$ cat config.mk
export PLATFORM = sky130hd
export DESIGN_NAME = mem_port_arbiter
export DESIGN_NICKNAME = d
export VERILOG_FILES = /design/src/rtl/cpu_mem_pkg.sv /design/src/rtl/mem_arb_pick.sv /design/src/rtl/mem_port_arbiter.sv
export SDC_FILE = /design/constraint.sdc
export NUM_CORES = 1
export LEC_CHECK = 0
export CAP_MARGIN = 20
export CORE_ASPECT_RATIO = 1.25
export CORE_MARGIN = 2
export CORE_UTILIZATION = 59
export CTS_CLUSTER_DIAMETER = 30
export DETAILED_ROUTE_END_ITERATION = 8
export DONT_BUFFER_PORTS = 1
export HOLD_SLACK_MARGIN = 0.12
export PLACE_DENSITY = 0.73
export SYNTH_ARGS = -nofsm -noshare
export SYNTH_HDL_FRONTEND = slang
export SYNTH_SLANG_ARGS = --single-unit
$ cat constraint.sdc
create_clock -name clk -period 3.04 [get_ports clk]
set_clock_uncertainty 0.05 [all_clocks]
set_input_delay 0.456 -clock clk [delete_from_list [all_inputs] [get_ports clk]]
set_output_delay 0.456 -clock clk [all_outputs]
set_load 0.01 [all_outputs]
$ cat src/rtl/cpu_mem_pkg.sv
// cpu_mem_pkg: shared types and constants for the CPU memory-port arbiter.
package cpu_mem_pkg;
    typedef enum logic [1:0] {IDLE, ISSUE, DATA} state_t;
    localparam logic [1:0] REQ_LS = 2'd0;
    localparam logic [1:0] REQ_IF = 2'd1;
    localparam logic [1:0] REQ_IO = 2'd2;
    localparam int DEF_ADDR_W = 16;
    localparam int DEF_DATA_W = 16;
endpackage

$ cat src/rtl/mem_arb_pick.sv
// mem_arb_pick: combinational winner select, fixed priority LS > IF > IO with
// starvation flags (IF before IO) overriding the base order.
module mem_arb_pick
    import cpu_mem_pkg::*;
(
    input  logic [2:0] req,
    input  logic [1:0] starve,
    output logic       valid,
    output logic [1:0] id
);
    always_comb begin
        valid = |req;
        id = (starve[0] && req[1]) ? REQ_IF :
             (starve[1] && req[2]) ? REQ_IO :
             req[0] ? REQ_LS :
             req[1] ? REQ_IF : REQ_IO;
    end
endmodule

$ cat src/rtl/mem_port_arbiter.sv
// mem_port_arbiter: shares one synchronous RAM port between LS, IF and IO using an
// IDLE/ISSUE/DATA sequence. Define MEM_ARB_STARVE_EN to enable IF/IO anti-starvation.
module mem_port_arbiter
    import cpu_mem_pkg::*;
#(
    parameter int ADDR_W     = DEF_ADDR_W,
    parameter int DATA_W     = DEF_DATA_W,
    parameter int STARVE_MAX = 4
) (
    input  logic              clk,
    input  logic              rst_n,
    input  logic              ls_req,
    input  logic              if_req,
    input  logic              io_req,
    input  logic [ADDR_W-1:0] ls_addr,
    input  logic [ADDR_W-1:0] if_addr,
    input  logic [ADDR_W-1:0] io_addr,
    input  logic [DATA_W-1:0] ls_wdata,
    input  logic              ls_we,
    output logic              ls_gnt,
    output logic              if_gnt,
    output logic              io_gnt,
    output logic              ls_done,
    output logic              if_done,
    output logic              io_done,
    output logic [DATA_W-1:0] rdata,
    output logic              mem_en,
    output logic              mem_we,
    output logic [ADDR_W-1:0] mem_addr,
    output logic [DATA_W-1:0] mem_wdata,
    input  logic [DATA_W-1:0] mem_rdata
);
    state_t            state, state_nx;
    logic [2:0]        req, gnt, done;
    logic [1:0]        starve, win;
    logic              win_v, arb, rd;
    logic [DATA_W-1:0] rdata_q;

    assign req = {io_req, if_req, ls_req};
    assign arb = state != ISSUE;

    mem_arb_pick u_pick (
        .req   (req),
        .starve(starve),
        .valid (win_v),
        .id    (win)
    );

    always_comb begin
        state_nx = (state == ISSUE) ? DATA : win_v ? ISSUE : IDLE;
    end

    // gnt stays one-hot for the ISSUE cycle and is handed straight to done.
    always_ff @(posedge clk or negedge rst_n) begin
        if (!rst_n) begin
            state     <= IDLE;
            gnt       <= '0;
            done      <= '0;
            mem_en    <= 1'b0;
            mem_we    <= 1'b0;
            mem_addr  <= '0;
            mem_wdata <= '0;
            rd        <= 1'b0;
            rdata_q   <= '0;
        end else begin
            state  <= state_nx;
            gnt    <= '0;
            done   <= (state == ISSUE) ? gnt : 3'b000;
            mem_en <= 1'b0;
            mem_we <= 1'b0;
            if (state == DATA && rd)
                rdata_q <= mem_rdata;
            if (arb && win_v) begin
                gnt       <= 3'b001 << win;
                mem_en    <= 1'b1;
                mem_we    <= (win == REQ_LS) && ls_we;
                mem_addr  <= (win == REQ_LS) ? ls_addr : (win == REQ_IF) ? if_addr : io_addr;
                mem_wdata <= ls_wdata;
                rd        <= !((win == REQ_LS) && ls_we);
            end
        end
    end

    // Read data is passed through during DATA so it lines up with Done.
    assign rdata   = (state == DATA && rd) ? mem_rdata : rdata_q;
    assign ls_gnt  = gnt[0];
    assign if_gnt  = gnt[1];
    assign io_gnt  = gnt[2];
    assign ls_done = done[0];
    assign if_done = done[1];
    assign io_done = done[2];

`ifdef MEM_ARB_STARVE_EN
    localparam int CW = $clog2(STARVE_MAX + 1);
    for (genvar i = 0; i < 2; i++) begin : g_wait
        logic [CW-1:0] cnt;
        logic          won;
        assign won       = arb && win_v && (win == 2'(i + 1));
        assign starve[i] = cnt == CW'(STARVE_MAX);
        always_ff @(posedge clk or negedge rst_n) begin
            if (!rst_n)
                cnt <= '0;
            else if (!req[i+1] || won)
                cnt <= '0;
            else if (arb && !starve[i])
                cnt <= cnt + 1'b1;
        end
    end
`else
    assign starve = 2'b00;
`endif
endmodule
==> flow_summary_export.csv, run 1 <==
group,metric,value,unit
status,status,"finished, final reports clean",
logic_synthesis,synthFlopType,"dfrtp_1",
timing,fmax,407,MHz
critical_path,critPathLaunchType,"register",
grt,track_usage,0.237,
logic_synthesis,syn_nets,266,
die,start_util,0.615,
critical_path,critPathLaunch,"mem_en",
logic_synthesis,synthCells,180,
critical_path,worstReg2RegEnd,"rdata_q[13]",
timing,hold_viol_final,0,
grt,grt_start_max_net_pins,59,
timing,slew_violations,0,
critical_path,reg2reg_from,"mem_en",
clock_network,clock-sinks,58,
die,rows,26,
die,die_area,4820,µm²
timing,setup-tns-final,0,ns
logic_synthesis,synth_most_common_cell,"dfrtp_1",
grt,globalRouteMet3Util,0.106,
critical_path,required,2.53,ns
critical_path,r2r_slack,1.23,ns
logic_synthesis,ys_warn_count,0,
clock_network,cts_tree,"yes",
die,io_pins,142,
clock_network,holdBufCountCts,2,
hold_path,hold_path_class,"in -> reg",
clock_network,clkLatencyLatePin,0.32,ns
clock_network,numCtsBuffers,9,
place,numPortBuffers,0,
logic_synthesis,synth_commonest_cells,"dfrtp_1 (58), mux2_2 (39), o21ai_0 (32)",
drt,drt_pass1_iterations,4,
timing,slew_headroom,0.479,
finish,drive_gt1_frac,0.360,
die,core,4100,µm²
finish,fin_nets,270,
logic_synthesis,synth_area,2520,µm²
power_and_ir_drop,ir_drop,0.368,mV
critical_path,slowest_stage,"nand3b_1",
clock_network,htree_levels,3,
die,die_x,62.5,µm
place,gp_congestion,0.785,
grt,antenna_found_initial,0,
grt,grt-busiest-layer,"met2",
job,drv_cap,0,
drt,wl,5360,µm
critical_path,critical_path.top_delay_family,"simple AND/OR/NAND/NOR gates",
clock_network,clockBufferDepth,2,
power_and_ir_drop,p_leak,1.24,nW
critical_path,critPathArrivalTime,1.95,ns
timing,finalCriticalPeriod,2.46,ns
critical_path,critPathMaxStageDelay,0.64,ns
timing,worstMarginPinSlew,0.780,ns
timing,finalSetupViolCount,0,
drt,dr.first_iter.drc_count,105,
die,die_h,77.1,µm
grt,grt_pass1_wl,8690,µm
power_and_ir_drop,p_per_area,713,nW/µm²
critical_path,crit_type,"reg -> out",
clock_network,clock_tree.root_cell,"clkbuf_8",
critical_path,worst-path-buf-inv,0,
finish,synthToLayoutAreaGrowth,10.5,%
drt,wl_per_cell,21.9,µm
grt,gr-total-overflow,0,
critical_path,end_kind,"primary output",
drt,num_vias,1501,
grt,use_met1,0.264,
power_and_ir_drop,totalPowerFinal,1.99,mW
drt,drc_errors,0,
logic_synthesis,synth_top_area_cell,"dfrtp_1",
grt,use_met2,0.398,
clock_network,clkTransAtPathRegs,0.07,ns
critical_path,cp.depth,2,
critical_path,cp_max_fo,16,
critical_path,path_cells,"nand3b_1 -> mux2_2",
clock_network,post_cts_resized,0,
logic_synthesis,synth_area_leaders,"dfrtp_1 (58%), mux2_2 (17%), mux2i_1 (6.3%), o21ai_0 (6.3%), mux2_4 (5.4%)",
place,dp_hpwl,3740,µm
finish,antenna_cells,0,
clock_network,postCtsSetupBuffers,0,
logic_synthesis,avgSynthCellArea,14.0,µm²
logic_synthesis,ys_types,22,
logic_synthesis,ys_async_sr_fraction,1.00,
drt,viasPerCell,6.13,
logic_synthesis,yosys.area.top_type_share,0.575,
critical_path,reg2regPathDepth,2,
critical_path,crit_end,"rdata[13]",
grt,grt_pass1_vias,1715,
logic_synthesis,ys_ff_latch,58,
drt,ant_nets,0,
logic_synthesis,synth-edff-count,0,
logic_synthesis,ys_seq_area_frac,0.575,
timing,fin_crit_sh,0.808,
timing,rsz0062_at_grt,"no",
metrics by stage:
stage	utilization	instance area, µm²	setup WS, ns	hold slack [ns]	instances
CTS	0.680	2790	0.573	0.132	245
global placement	0.617	2530	1.06	0.112	227
global route	0.680	2790	0.433	0.124	245
detailed placement	0.617	2530	0.985	0.112	227
floorplan	-	2520	1.27	0.110	180
finish	0.680	2790	0.584	0.151	245
layout make-up:
class / instances / area, µm²
sequential: 58 / 1450
fill: 329 / 1310
multi-input combinational: 109 / 981
clock buffer: 11 / 141
clock inverter: 5 / 77.6
tap: 56 / 70.1
timing repair buffer: 4 / 52.6
inverter: 2 / 12.5
power by group:
part	leakage [nW]	switching (mW)	total [mW]	internal [mW]
Clock	0.109	0.292	0.773	0.481
Sequential	0.692	0.0937	0.976	0.882
Combinational	0.436	0.122	0.238	0.115
Total	1.24	0.508	1.99	1.48
placed cells by master (no fill, tap or decap):
| master | synthesis | layout |
|---|---|---|
| nor3b_1 | 1 | 1 |
| clkbuf_1 | 3 | 1 |
| buf_4 | 0 | 2 |
| clkbuf_8 | 0 | 10 |
| nor3_1 | 1 | 1 |
| clkinv_2 | 0 | 2 |
| clkinvlp_4 | 0 | 1 |
| nor3_4 | 1 | 1 |
| inv_6 | 1 | 1 |
| a21oi_1 | 1 | 1 |
| mux2i_1 | 16 | 16 |
| mux2_4 | 9 | 9 |
| nand2_1 | 1 | 1 |
| bufinv_16 | 0 | 2 |
| buf_16 | 0 | 1 |
| nand3b_1 | 1 | 1 |
| nor2_1 | 1 | 1 |
| and2_1 | 3 | 3 |
| nor2b_1 | 2 | 2 |
| or2_1 | 1 | 1 |
| inv_1 | 1 | 1 |
| mux2_2 | 39 | 39 |
| o21ai_0 | 32 | 32 |
| dfrtp_1 | 58 | 58 |
| dlygate4sd3_1 | 0 | 1 |
worst min path at each step:
stage	startpoint	end	cells after the start
final	ls_req	gnt[1]	1
after global routing	ls_req	gnt[1]	1
after CTS	ls_req	gnt[1]	1
after detailed placement	rst_n	rdata_q[9]	0
after global placement	rst_n	rdata_q[9]	0
after floorplan	rst_n	done[0]	0
metal layers:
layer	vias up	wire [µm]
li1	650	-
met1	732	1950
met2	114	2790
met3	5	597
met4	0	21
met5	-	0
kinds of logic (layout without fill, tap and decap cells):
kind of cell,Yosys count,in the layout,share of synthesized area
buffers and inverters,13,22,0.0357
AOI/OAI and AO/OA,33,33,0.0655
and+or+nand+nor,12,12,0.0322
DFF,58,58,0.575
muxes,64,64,0.291
state kept, by name, summed over array words and instances, names as in the netlist:
| name | count |
|---|---|
| done | 3 |
| gnt | 3 |
| mem_addr | 16 |
| mem_en | 1 |
| mem_wdata | 16 |
| mem_we | 1 |
| rd | 1 |
| rdata_q | 16 |
| state | 1 |
(Power assumes the default switching activity.)
==> run 2: changes to the inputs <==
--- a/config.mk
+++ b/config.mk
@@ -8,12 +8,12 @@
 export CAP_MARGIN = 20
 export CORE_ASPECT_RATIO = 1.25
 export CORE_MARGIN = 2
-export CORE_UTILIZATION = 59
+export CORE_UTILIZATION = 56
 export CTS_CLUSTER_DIAMETER = 30
 export DETAILED_ROUTE_END_ITERATION = 8
 export DONT_BUFFER_PORTS = 1
 export HOLD_SLACK_MARGIN = 0.12
-export PLACE_DENSITY = 0.73
+export PLACE_DENSITY = 0.72
 export SYNTH_ARGS = -nofsm -noshare
 export SYNTH_HDL_FRONTEND = slang
 export SYNTH_SLANG_ARGS = --single-unit
==> constraint.sdc (replaced) <==
create_clock -name clk -period 2.2 [get_ports clk]
set_clock_uncertainty 0.05 [all_clocks]
set_input_delay 0.33 -clock clk [delete_from_list [all_inputs] [get_ports clk]]
set_output_delay 0.33 -clock clk [all_outputs]
set_load 0.01 [all_outputs]
==> run 2 against run 1 <==
Against the previous run:
- non-clock buffer count increased by 22
- clock power rose by 17%
- setup slack got worse by 0.33 ns
- clock-buffer cell count rose by 1
- cell area rose by 6.9%
- sequential power is 38% higher
- die area increased by 5.0%
- global-route usage rose by 0.53 points
- core utilization grew 0.35 points
- combinational power is 52% higher
==> flow_summary_export.csv, run 2 (same netlist as run 1, synthesis figures left out) <==
group,metric,value,unit
status,status,"finished, final reports clean",
critical_path,critPathLaunchType,"register",
grt,grt_start_max_net_pins,59,
finish,reg_top3,"mem_addr: 16 flops, mem_wdata: 16 flops, rdata_q: 16 flops",
finish,fin_nets,292,
place,numPortBuffers,0,
clock_network,clockBufferDepth,2,
drt,drt_pass1_iterations,4,
grt,grt_pass1_wl,9110,µm
clock_network,post_cts_resized,0,
critical_path,critPathArrivalTime,2.15,ns
critical_path,required,2.41,ns
power_and_ir_drop,totalPowerFinal,2.62,mW
clock_network,cts_tree,"yes",
power_and_ir_drop,p_per_area,879,nW/µm²
hold_path,hold_path_class,"in -> reg",
die,die_h,79.0,µm
timing,fin_crit_sh,0.884,
timing,fmax,514,MHz
place,preCtsSetupSlack,0.611,ns
die,rows,27,
timing,slew_headroom,0.814,
grt,antenna_found_initial,0,
critical_path,end_kind,"register",
finish,final_cell_mix,"dfrtp_1 (58), mux2_2 (39), o21ai_0 (32)",
drt,wl,5780,µm
timing,setup-tns-final,0,ns
clock_network,clock_tree.root_cell,"clkbuf_8",
clock_network,numCtsBuffers,9,
grt,grt-busiest-layer,"met2",
die,die_area,5060,µm²
timing,setup_ws,0.255,ns
clock_network,clkTransAtPathRegs,0.07,ns
timing,hold_viol_final,0,
power_and_ir_drop,p_leak,1.32,nW
grt,use_met2,0.430,
drt,ant_nets,0,
timing,slew_violations,0,
grt,globalRouteMet3Util,0.0935,
grt,use_met1,0.255,
drt,num_vias,1562,
die,core,4360,µm²
finish,drive_gt1_frac,0.336,
critical_path,crit_type,"reg -> reg",
grt,track_usage,0.243,
grt,grt_pass1_vias,1756,
drt,viasPerCell,5.79,
finish,multi_input_area,981,µm²
power_and_ir_drop,ir_drop,0.516,mV
job,drv_cap,0,
finish,final_common_cell,"dfrtp_1",
clock_network,clock-sinks,58,
clock_network,postCtsSetupBuffers,0,
drt,drc_errors,0,
die,start_util,0.579,
drt,dr.first_iter.drc_count,100,
timing,worstMarginPinSlew,0.279,ns
timing,finalSetupViolCount,0,
place,gp_congestion,0.755,
finish,synthToLayoutAreaGrowth,18.1,%
finish,fill_cells,304,
clock_network,holdBufCountCts,22,
grt,gr-total-overflow,0,
place,dp_hpwl,3930,µm
finish,seq_area,1450,µm²
die,io_pins,142,
die,die_x,64.0,µm
timing,finalCriticalPeriod,1.94,ns
drt,wl_per_cell,21.4,µm
timing,rsz0062_at_grt,"no",
critical_path,cp_max_fo,18,
clock_network,htree_levels,3,
clock_network,clkLatencyLatePin,0.32,ns
run 2: cell type report:
cell class,instances,share of cell area
sequential,58,0.487
multi-input combinational,109,0.329
timing repair buffer,26,0.0899
clock buffer,12,0.0555
tap,58,0.0244
clock inverter,4,0.00840
inverter,2,0.00420
antenna,1,0.000840
run 2: stage by stage:
stage	std cells	util	area, µm²	hold slack (ns)
after floorplan	180	-	2520	-0.0156
after global placement	231	0.585	2550	-0.0143
after detailed placement	231	0.585	2550	-0.0143
after CTS	269	0.683	2980	0.152
after global routing	269	0.683	2980	0.151
final	270	0.683	2980	0.165
run 2: worst max-delay path, stage by stage, from the launching register on:
cell	delay (ns)
dfrtp_1	0.43
nor2b_1	0.16
or2_1	0.28
buf_4	0.22
nor3_1	0.15
dlygate4sd3_1	0.59
run 2: path summary, 6_finish.rpt:
| path | startpoint | end | slack, ns | cells past startpoint |
|---|---|---|---|---|
| worst max-delay path | mem_en | gnt[2] | 0.26 | 5 |
| worst min-delay path | ls_addr[12] | mem_addr[12] | 0.16 | 2 |
| worst max register to register | mem_en | gnt[2] | 0.26 | 5 |
| worst min register to register | rd | rd | 0.49 | 2 |
| max in group asynchronous | rst_n | mem_addr[13] | 1.38 | 2 |
| min in group asynchronous | rst_n | done[2] | 0.47 | 2 |
run 2: layer usage:
| metal | wire length [µm] | vias to the layer above |
|---|---|---|
| li1 | - | 690 |
| met1 | 1910 | 770 |
| met2 | 3200 | 93 |
| met3 | 588 | 9 |
| met4 | 70 | 0 |
| met5 | 0 | - |
run 2: power breakdown:
group / internal, mW / total [mW] / switching [mW]
clock network: 0.497 / 0.905 / 0.408
logic: 0.187 / 0.362 / 0.175
registers: 1.22 / 1.35 / 0.132
total: 1.90 / 2.62 / 0.715
